**config.mk**
```make
export PLATFORM = sky130hd
export DESIGN_NAME = wb3_master
export DESIGN_NICKNAME = d
export VERILOG_FILES = /design/src/rtl/wb3_master.sv
export SDC_FILE = /design/constraint.sdc
export NUM_CORES = 1
export LEC_CHECK = 0
export CAP_MARGIN = 20
export CORE_MARGIN = 2
export CORE_UTILIZATION = 35
export CTS_CLUSTER_SIZE = 8
export DETAILED_ROUTE_END_ITERATION = 10
export PLACE_DENSITY = 0.83
export SETUP_SLACK_MARGIN = 0.5
export SYNTH_ARGS = -nofsm -noshare
export SYNTH_HDL_FRONTEND = slang
export SYNTH_SLANG_ARGS = --single-unit
```
**constraint.sdc**
```tcl
create_clock -name clk -period 1.3 [get_ports clk]
set_input_delay 0.13 -clock clk [delete_from_list [all_inputs] [get_ports clk]]
set_output_delay 0.13 -clock clk [all_outputs]
set_load 0.01 [all_outputs]
```
**src/rtl/wb3_master.sv**
```systemverilog
// Single-outstanding command-to-Wishbone B3 classic master with interrupt edge pulse.
// Optional bus timeout is enabled by defining WB3_MASTER_TIMEOUT_EN.
module wb3_master #(
  parameter int unsigned ADDR_WIDTH     = 3,
  parameter int unsigned DATA_WIDTH     = 8,
  parameter int unsigned TIMEOUT_CYCLES = 256
) (
  input  logic                  clk,
  input  logic                  rst,
  input  logic                  req_valid,
  output logic                  req_ready,
  input  logic                  req_we,
  input  logic [ADDR_WIDTH-1:0] req_addr,
  input  logic [DATA_WIDTH-1:0] req_wdata,
  output logic                  rsp_valid,
  input  logic                  rsp_ready,
  output logic [DATA_WIDTH-1:0] rsp_rdata,
  output logic                  rsp_err,
  output logic [ADDR_WIDTH-1:0] wb_addr_o,
  output logic [DATA_WIDTH-1:0] wb_dat_o,
  input  logic [DATA_WIDTH-1:0] wb_dat_i,
  output logic                  wb_we_o,
  output logic                  wb_stb_o,
  output logic                  wb_cyc_o,
  input  logic                  wb_ack_i,
  input  logic                  wb_inta_i,
  output logic                  irq_pulse
);

  localparam int unsigned CNT_WIDTH = 16;

  typedef enum logic [1:0] {IDLE, BUS, RESP} state_t;

  state_t state, state_next;
  logic   tmo_hit;
  logic   inta_q;

  if (TIMEOUT_CYCLES < 2 || TIMEOUT_CYCLES > 65535) begin : g_param_check
    $error("TIMEOUT_CYCLES out of range 2..65535");
  end

`ifdef WB3_MASTER_TIMEOUT_EN
  logic [CNT_WIDTH-1:0] tmo_cnt;

  // Expiry is the last permitted strobe cycle passing with no ack.
  assign tmo_hit = (tmo_cnt == CNT_WIDTH'(TIMEOUT_CYCLES - 1));

  always_ff @(posedge clk or posedge rst) begin
    if (rst) begin
      tmo_cnt <= '0;
    end else if (state == IDLE && req_valid) begin
      tmo_cnt <= '0;
    end else if (state == BUS && !wb_ack_i) begin
      tmo_cnt <= tmo_cnt + CNT_WIDTH'(1);
    end
  end

  // Ack takes priority over a simultaneous expiry.
  always_ff @(posedge clk or posedge rst) begin
    if (rst) begin
      rsp_err <= 1'b0;
    end else if (state == BUS && wb_ack_i) begin
      rsp_err <= 1'b0;
    end else if (state == BUS && tmo_hit) begin
      rsp_err <= 1'b1;
    end
  end
`else
  assign tmo_hit = 1'b0;
  assign rsp_err = 1'b0;
`endif

  always_ff @(posedge clk or posedge rst) begin
    if (rst) begin
      state <= IDLE;
    end else begin
      state <= state_next;
    end
  end

  always_comb begin
    state_next = state;
    req_ready  = 1'b0;
    rsp_valid  = 1'b0;
    wb_cyc_o   = 1'b0;
    wb_stb_o   = 1'b0;
    case (state)
      IDLE: begin
        req_ready = 1'b1;
        if (req_valid) state_next = BUS;
      end
      BUS: begin
        wb_cyc_o = 1'b1;
        wb_stb_o = 1'b1;
        if (wb_ack_i || tmo_hit) state_next = RESP;
      end
      RESP: begin
        rsp_valid = 1'b1;
        if (rsp_ready) state_next = IDLE;
      end
      default: state_next = IDLE;
    endcase
  end

  // Command capture; bus fields hold their values outside BUS.
  always_ff @(posedge clk or posedge rst) begin
    if (rst) begin
      wb_we_o   <= 1'b0;
      wb_addr_o <= '0;
      wb_dat_o  <= '0;
    end else if (state == IDLE && req_valid) begin
      wb_we_o   <= req_we;
      wb_addr_o <= req_addr;
      wb_dat_o  <= req_wdata;
    end
  end

  always_ff @(posedge clk or posedge rst) begin
    if (rst) begin
      rsp_rdata <= '0;
    end else if (state == BUS && wb_ack_i) begin
      rsp_rdata <= wb_we_o ? '0 : wb_dat_i;
    end else if (state == BUS && tmo_hit) begin
      rsp_rdata <= '0;
    end
  end

  // Interrupt rising-edge detector, free-running alongside the FSM.
  always_ff @(posedge clk or posedge rst) begin
    if (rst) begin
      inta_q    <= 1'b0;
      irq_pulse <= 1'b0;
    end else begin
      inta_q    <= wb_inta_i;
      irq_pulse <= wb_inta_i & ~inta_q;
    end
  end

endmodule

```
==> impl_metrics.json, run 1 <==
{
  "setup_slack_ps": -157,
  "cp_slowest_cell": "dfrtp_1",
  "syn_inst": 69,
  "synth_top_family_by_area": "multiplexers",
  "grt-ovfl-total": 0,
  "diodes": 0,
  "critical_path_class": "flop to flop",
  "synthMuxAreaShare_pct": 24.8,
  "synthToLayoutAreaGrowth_pct": 59.8,
  "wl_per_cell_um": 14.0,
  "yosysSeqAreaShare_pct": 58.5,
  "worstRegToRegCells": 5,
  "synth_fa_ha_area_share_pct": 0,
  "synthTopCellsByArea": "dfrtp_1, mux2_2, mux2_4, nor2b_1, buf_6",
  "finalSetupViolCount": 23,
  "grt_pass1_wl_um": 3790,
  "setup_tns_ps": -2930,
  "io_buffers": 50,
  "synth_xor_area_share_pct": 0,
  "synth_commonest_cells": "dfrtp_1, mux2_2, nor2b_1, mux2_4",
  "min_path_type": "input port to asynchronous set/reset pin",
  "clkSinkCount": 24,
  "synth_edf_count": 0,
  "period_share_pct": 112,
  "grt_max_degree": 25,
  "synth-simple-area-share_pct": 10.7,
  "hpwlAfterDp_um": 1560,
  "syn_area_sq_um": 1030,
  "syn_area_per_cell_sq_um": 14.9,
  "first_iter_violations": 3,
  "utilization_pct": 59.0,
  "cpLargestDelayFamily": "flip-flops",
  "rsz0062_at_grt": "yes",
  "synth.distinct_cells": 16,
  "drt_first_pass_iters": 3,
  "worstPathCellList": "buf_6 > buf_6 > nor3b_4 > buf_6 > mux2_2",
  "drive_above_1_share_pct": 51.1,
  "drc": 0,
  "vias": 767,
  "critPathMaxFanout": 12,
  "drv_slew": 0,
  "grt_pass1_vias": 825,
  "leakage_nw": 0.800,
  "power.internal_mw": 2.40,
  "vdd_drop_max_mv": 1.32,
  "grt_use_total_pct": 14.9,
  "cp_slowest_stage_delay_ps": 420,
  "maxCapViolCount": 0,
  "crit_buf_inv": 3,
  "hold_violations": 0,
  "die-area_sq_um": 3380,
  "cts_max_level": 1,
  "cp.depth": 5,
  "startpoint": "state[0]",
  "final_area_sq_um": 1640,
  "synth_flop_cell": "dfrtp_1",
  "postPlaceCellArea_sq_um": 1570,
  "p_sw_mw": 1.14,
  "die_w_um": 58.2,
  "ys.warnings.count": 0,
  "power_density_nw_per_um2": 2160,
  "p_seq_share_pct": 35.0,
  "nNetsFinal": 162,
  "finClkSkew_ps": 6.07,
  "power_frac_clock_pct": 11.1,
  "io_pins": 52,
  "synth_compound_area_share_pct": 1.22,
  "cp-start-kind": "flop",
  "swShare_pct": 32.3,
  "gp_congestion": 0.720,
  "cpMostUsedCell": "buf_6",
  "cp-end-kind": "flop",
  "worstPathRequired_ps": 1510,
  "p_comb_share_pct": 53.9,
  "cts_tree": "yes",
  "status": "finished, violations left",
  "synth_seq_cells": 24,
  "synth_top_area_share_pct": 58.5,
  "n_fill_cell": 238,
  "endpoint": "wb_addr_o[0]",
  "violations": "negative setup slack",
  "worst_r2r_endpoint": "wb_addr_o[0]",
  "synthMostInstantiatedCell": "dfrtp_1",
  "hold_ws_ps": 128,
  "clk_pin_slew_ps": 130,
  "avgViaCountPerCell": 4.62,
  "cp.arrival_ps": 1670,
  "ctsLongestPathBuffers": 2,
  "async_flop_share_pct": 100,
  "clkLatencyLatePin_ps": 320,
  "wl_um": 2320,
  "holdBufCountCts": 0,
  "numCtsBuffers": 3,
  "antenna_found_initial": 0,
  "finalCriticalPeriod_ps": 1460,
  "final_antenna_net_count": 0,
  "start_util_pct": 36.9,
  "core.rowCount": 19,
  "r2r-start": "state[0]",
  "finalPower_mw": 3.54,
  "synth.largest_area_cell": "dfrtp_1",
  "syn_nets": 95,
  "r2r_slack_ps": -160,
  "root_buffer": "clkbuf_4",
  "core_region_area_sq_um": 2780,
  "dieHeight_um": 58.2,
  "clock.fmax_ghz": 0.686
}
[layout by cell type, fill, tap and decap left out]
cell	netlist	layout
conb_1	1	1
buf_6	2	8
and2b_2	0	1
a21oi_2	0	1
buf_12	0	1
nor2b_1	9	9
clkbuf_8	0	1
nand2b_1	1	1
buf_2	0	19
mux2_2	12	10
nor3b_4	0	1
clkbuf_2	0	1
clkbuf_4	0	3
and3b_1	1	1
clkdlybuf4s50_1	0	25
dfrtp_1	24	24
mux2_4	8	10
a21o_1	1	1
buf_4	2	12
and2b_1	2	1
or2b_1	1	1
nor2_4	0	1
inv_1	2	2
[power by group through the flow]
stage	Combinational [mW]	Clock, mW	Sequential (mW)
after floorplan	0.737	0	1.42
after global placement	1.75	0	1.27
after detailed placement	1.79	0	1.28
after CTS	1.76	0.404	1.24
after global routing	2.05	0.434	1.29
final	1.91	0.393	1.24
[flip-flops by register name, indices dropped and copies added (netlist names)]
name and cells:
state 2, wb_we_o 1, wb_addr_o 3, rsp_rdata 8, inta_q 1, irq_pulse 1, wb_dat_o 8
[layout make-up]
| cell class | count | area, sq um | area share [%] |
|---|---|---|---|
| inverters | 2 | 7.51 | 0.457 |
| repair buffers | 66 | 551 | 33.5 |
| clock buffers | 4 | 36.3 | 2.21 |
| well taps | 31 | 38.8 | 2.36 |
| flip-flops and latches | 24 | 601 | 36.6 |
| multi-input cells | 39 | 408 | 24.8 |
[metal layers]
metal  up-vias  wire (um)  GRT usage [%]
li1        358          -              -
met1       373        919           18.9
met2        32       1170           24.2
met3         4        198           5.36
met4         0         28           3.99
met5         -          0              0
[how the worst min path moves through the flow]
stage / end / slack [ps] / cells after the start / startpoint
3_5_place_dp: irq_pulse / 390 / 1 / inta_q
6_report: wb_dat_o[1] / 130 / 3 / rst
5_1_grt: wb_dat_o[1] / 140 / 3 / rst
2_1_floorplan: inta_q / 140 / 1 / rst
4_1_cts: irq_pulse / 130 / 3 / rst
3_3_place_gp: irq_pulse / 390 / 1 / inta_q
[cell families after synthesis]
group                  after synthesis
buffers and inverters                6
other                                1
AO/OA/AOI/OAI                        2
AND/OR/NAND/NOR                     16
flip-flops                          24
multiplexers                        20
[timing repair]
item,in CTS,in global routing
gates resized for setup,105,8
endpoints found under the setup margin,47,47
pin swaps,1,1
setup buffers,9,3
[worst reg2reg max path, cell delays in order (launching register included)]
cell,delay [ps]
dfrtp_1,420
buf_6,120
buf_6,110
nor3b_4,170
buf_6,190
mux2_2,350
[per-stage QoR]
stage	cells	worst slack, ps
2_1_floorplan	69	9.82
3_3_place_gp	150	-141
3_5_place_dp	150	-152
4_1_cts	163	-157
5_1_grt	166	-206
6_report	166	-157
Note: power is estimated with default switching activity, not from simulation.
==> run 2, diff against run 1 <==
- ABC_AREA: unset -> 1
- PLACE_DENSITY: 0.83 -> 0.82
==> impl_metrics.json, run 2 <==
{
  "hold_ws_ps": 130,
  "grt_use_total_pct": 19.2,
  "power_frac_clock_pct": 11.8,
  "synth.largest_area_cell": "dfrtp_1",
  "gp_congestion": 0.734,
  "synth-simple-area-share_pct": 31.9,
  "drc": 0,
  "vias": 1126,
  "cp-start-kind": "flop",
  "grt_pass1_wl_um": 4960,
  "seqCellArea_sq_um": 603,
  "core.rowCount": 19,
  "wl_um": 3490,
  "cp.arrival_ps": 1550,
  "status": "complete, no violations",
  "ys.warnings.count": 0,
  "clkLatencyLatePin_ps": 320,
  "syn_area_sq_um": 1030,
  "vdd_drop_max_mv": 1.88,
  "setup_slack_ps": 15.7,
  "synth_seq_cells": 24,
  "synth_fa_ha_area_share_pct": 0,
  "root_buffer": "clkbuf_4",
  "final_antenna_net_count": 0,
  "swShare_pct": 37.6,
  "synth_top_area_share_pct": 58.0,
  "p_seq_share_pct": 27.1,
  "clock.fmax_ghz": 0.779,
  "synth_xor_area_share_pct": 0,
  "drive_above_1_share_pct": 44.0,
  "ctsLongestPathBuffers": 2,
  "syn_area_per_cell_sq_um": 8.48,
  "synth_compound_area_share_pct": 0.967,
  "grt-ovfl-total": 0,
  "hpwlAfterDp_um": 1960,
  "period_share_pct": 98.8,
  "nNetsFinal": 227,
  "finClkSkew_ps": 2.69,
  "synth_commonest_cells": "nand2_1, dfrtp_1, nand3_1, inv_1, nor2_1",
  "cp-end-kind": "flop",
  "dp.cells": 203,
  "cts_tree": "yes",
  "worstPathRequired_ps": 1570,
  "rsz0062_at_grt": "yes",
  "finalSetupViolCount": 0,
  "async_flop_share_pct": 100,
  "synth_top_family_by_area": "simple AND/OR/NAND/NOR gates",
  "synth.distinct_cells": 14,
  "final_cell_mix": "nand2_1, clkdlybuf4s50_1, dfrtp_1, buf_4, buf_2",
  "critical_path_class": "flop to flop",
  "numCtsBuffers": 3,
  "synthToLayoutAreaGrowth_pct": 86.5,
  "critPathMaxFanout": 4,
  "wl_per_cell_um": 15.1,
  "diodes": 0,
  "p_comb_share_pct": 61.0,
  "dp_slack_ps": 3.83,
  "first_iter_violations": 29,
  "yosysSeqAreaShare_pct": 58.0,
  "start_util_pct": 37.2,
  "io_buffers": 50,
  "setup_tns_ps": 0,
  "syn_inst": 122,
  "hold_violations": 0,
  "power_density_nw_per_um2": 2410,
  "power.internal_mw": 2.90,
  "holdBufCountCts": 0,
  "core_region_area_sq_um": 2780,
  "clk_pin_slew_ps": 140,
  "grt_pass1_vias": 1131,
  "cts_max_level": 1,
  "dieHeight_um": 58.4,
  "drt_first_pass_iters": 5,
  "synthMostInstantiatedCell": "nand2_1",
  "instances_no_fill": 231,
  "leakage_nw": 1.03,
  "avgViaCountPerCell": 4.87,
  "clkSinkCount": 24,
  "finalCriticalPeriod_ps": 1280,
  "drv_slew": 0,
  "maxCapViolCount": 0,
  "synthTopCellsByArea": "dfrtp_1, nand2_1, nand3_1, inv_1, nor2_1",
  "min_path_type": "input port to asynchronous set/reset pin",
  "synth_edf_count": 0,
  "final_common_cell": "nand2_1",
  "n_fill_cell": 193,
  "top_regs": "rsp_rdata: 8 flops, wb_dat_o: 8 flops, wb_addr_o: 3 flops",
  "synthMuxAreaShare_pct": 0,
  "die-area_sq_um": 3410,
  "die_w_um": 58.4,
  "syn_nets": 148,
  "grt_max_degree": 25,
  "synth_flop_cell": "dfrtp_1",
  "antenna_found_initial": 0,
  "io_pins": 52,
  "p_sw_mw": 1.75,
  "multiInputGateArea_sq_um": 475
}
run 2: changes by cell type in the layout (fill, tap and decap cells not counted), moves of 9 or more:
cell / change
nand2_1: +28
nand3_1: +16
nand2_2: +12
buf_4: +10
mux2_2: -10
mux2_4: -10
inv_1: +9
nor2_1: +9
nor2b_1: -9
run 2: path summary, 6_finish.rpt:
check,cells past startpoint,startpoint,slack [ps],to
setup / recovery,6,state[1],20,wb_addr_o[1]
hold / removal,3,rst,130,irq_pulse
setup reg to reg,6,state[1],20,wb_addr_o[1]
hold reg to reg,1,inta_q,410,irq_pulse
max in group asynchronous,3,rst,920,state[0]
min in group clk,1,wb_inta_i,250,inta_q
run 2: worst max-delay path: stages, from the launching register on:
cell and delay, ps:
dfrtp_2 430, buf_4 140, nor2_4 110, buf_6 130, bufbuf_16 240, nand3_1 90, nand2_1 100
run 2: area by class of cell:
type | count | area share [%]
clock inverter | 1 | 1.56
clock buffer | 3 | 1.17
sequential | 24 | 31.3
tap | 31 | 2.01
inverter | 13 | 2.66
multi-input combinational | 80 | 24.6
timing repair buffer | 79 | 36.7
run 2: cell families (layout without fill, tap and decap cells):
family | Yosys count | after routing
and+or+nand+nor | 75 | 77
other | 1 | 1
buffers and inverters | 20 | 96
AOI/OAI and AO/OA | 2 | 2
DFF | 24 | 24
run 2: what timing repair did:
item / in CTS / in global routing
setup endpoints to repair: 47 / 47
gates resized for setup: 119 / 22
pin swaps: 4 / 8
cloned: 2 / 1
buffers inserted: 12 / 9
run 2: stage by stage:
step	utilization (%)	total power [mW]	instance area, sq um
after CTS	63.2	4.09	1760
after global routing	69.4	4.90	1930
after floorplan	-	2.10	1040
after detailed placement	57.0	3.07	1590
after global placement	57.0	3.00	1590
final	69.4	4.65	1930
run 2: power groups by stage:
stage	Combinational, mW	Clock [mW]	Sequential, mW
after detailed placement	1.80	0	1.28
final	2.84	0.551	1.26
after global routing	3.02	0.583	1.29
after global placement	1.74	0	1.26
after CTS	2.30	0.553	1.24
after floorplan	0.705	0	1.40
run 2: per-layer routing:
layer,vias to the layer above,share of wire [%],track usage (%),wire length [um]
li1,535,-,-,-
met5,-,0,0,0
met3,4,8.5,6.15,296
met1,539,39,21.6,1350
met2,48,52,33.7,1820
met4,0,0.75,7.64,26
==> run 3, diff against run 2 <==
- ABC_CLOCK_PERIOD_IN_PS: unset -> 1300
==> results of run 3 <==
Final layout, timing and power as in run 2 (identical DEF).
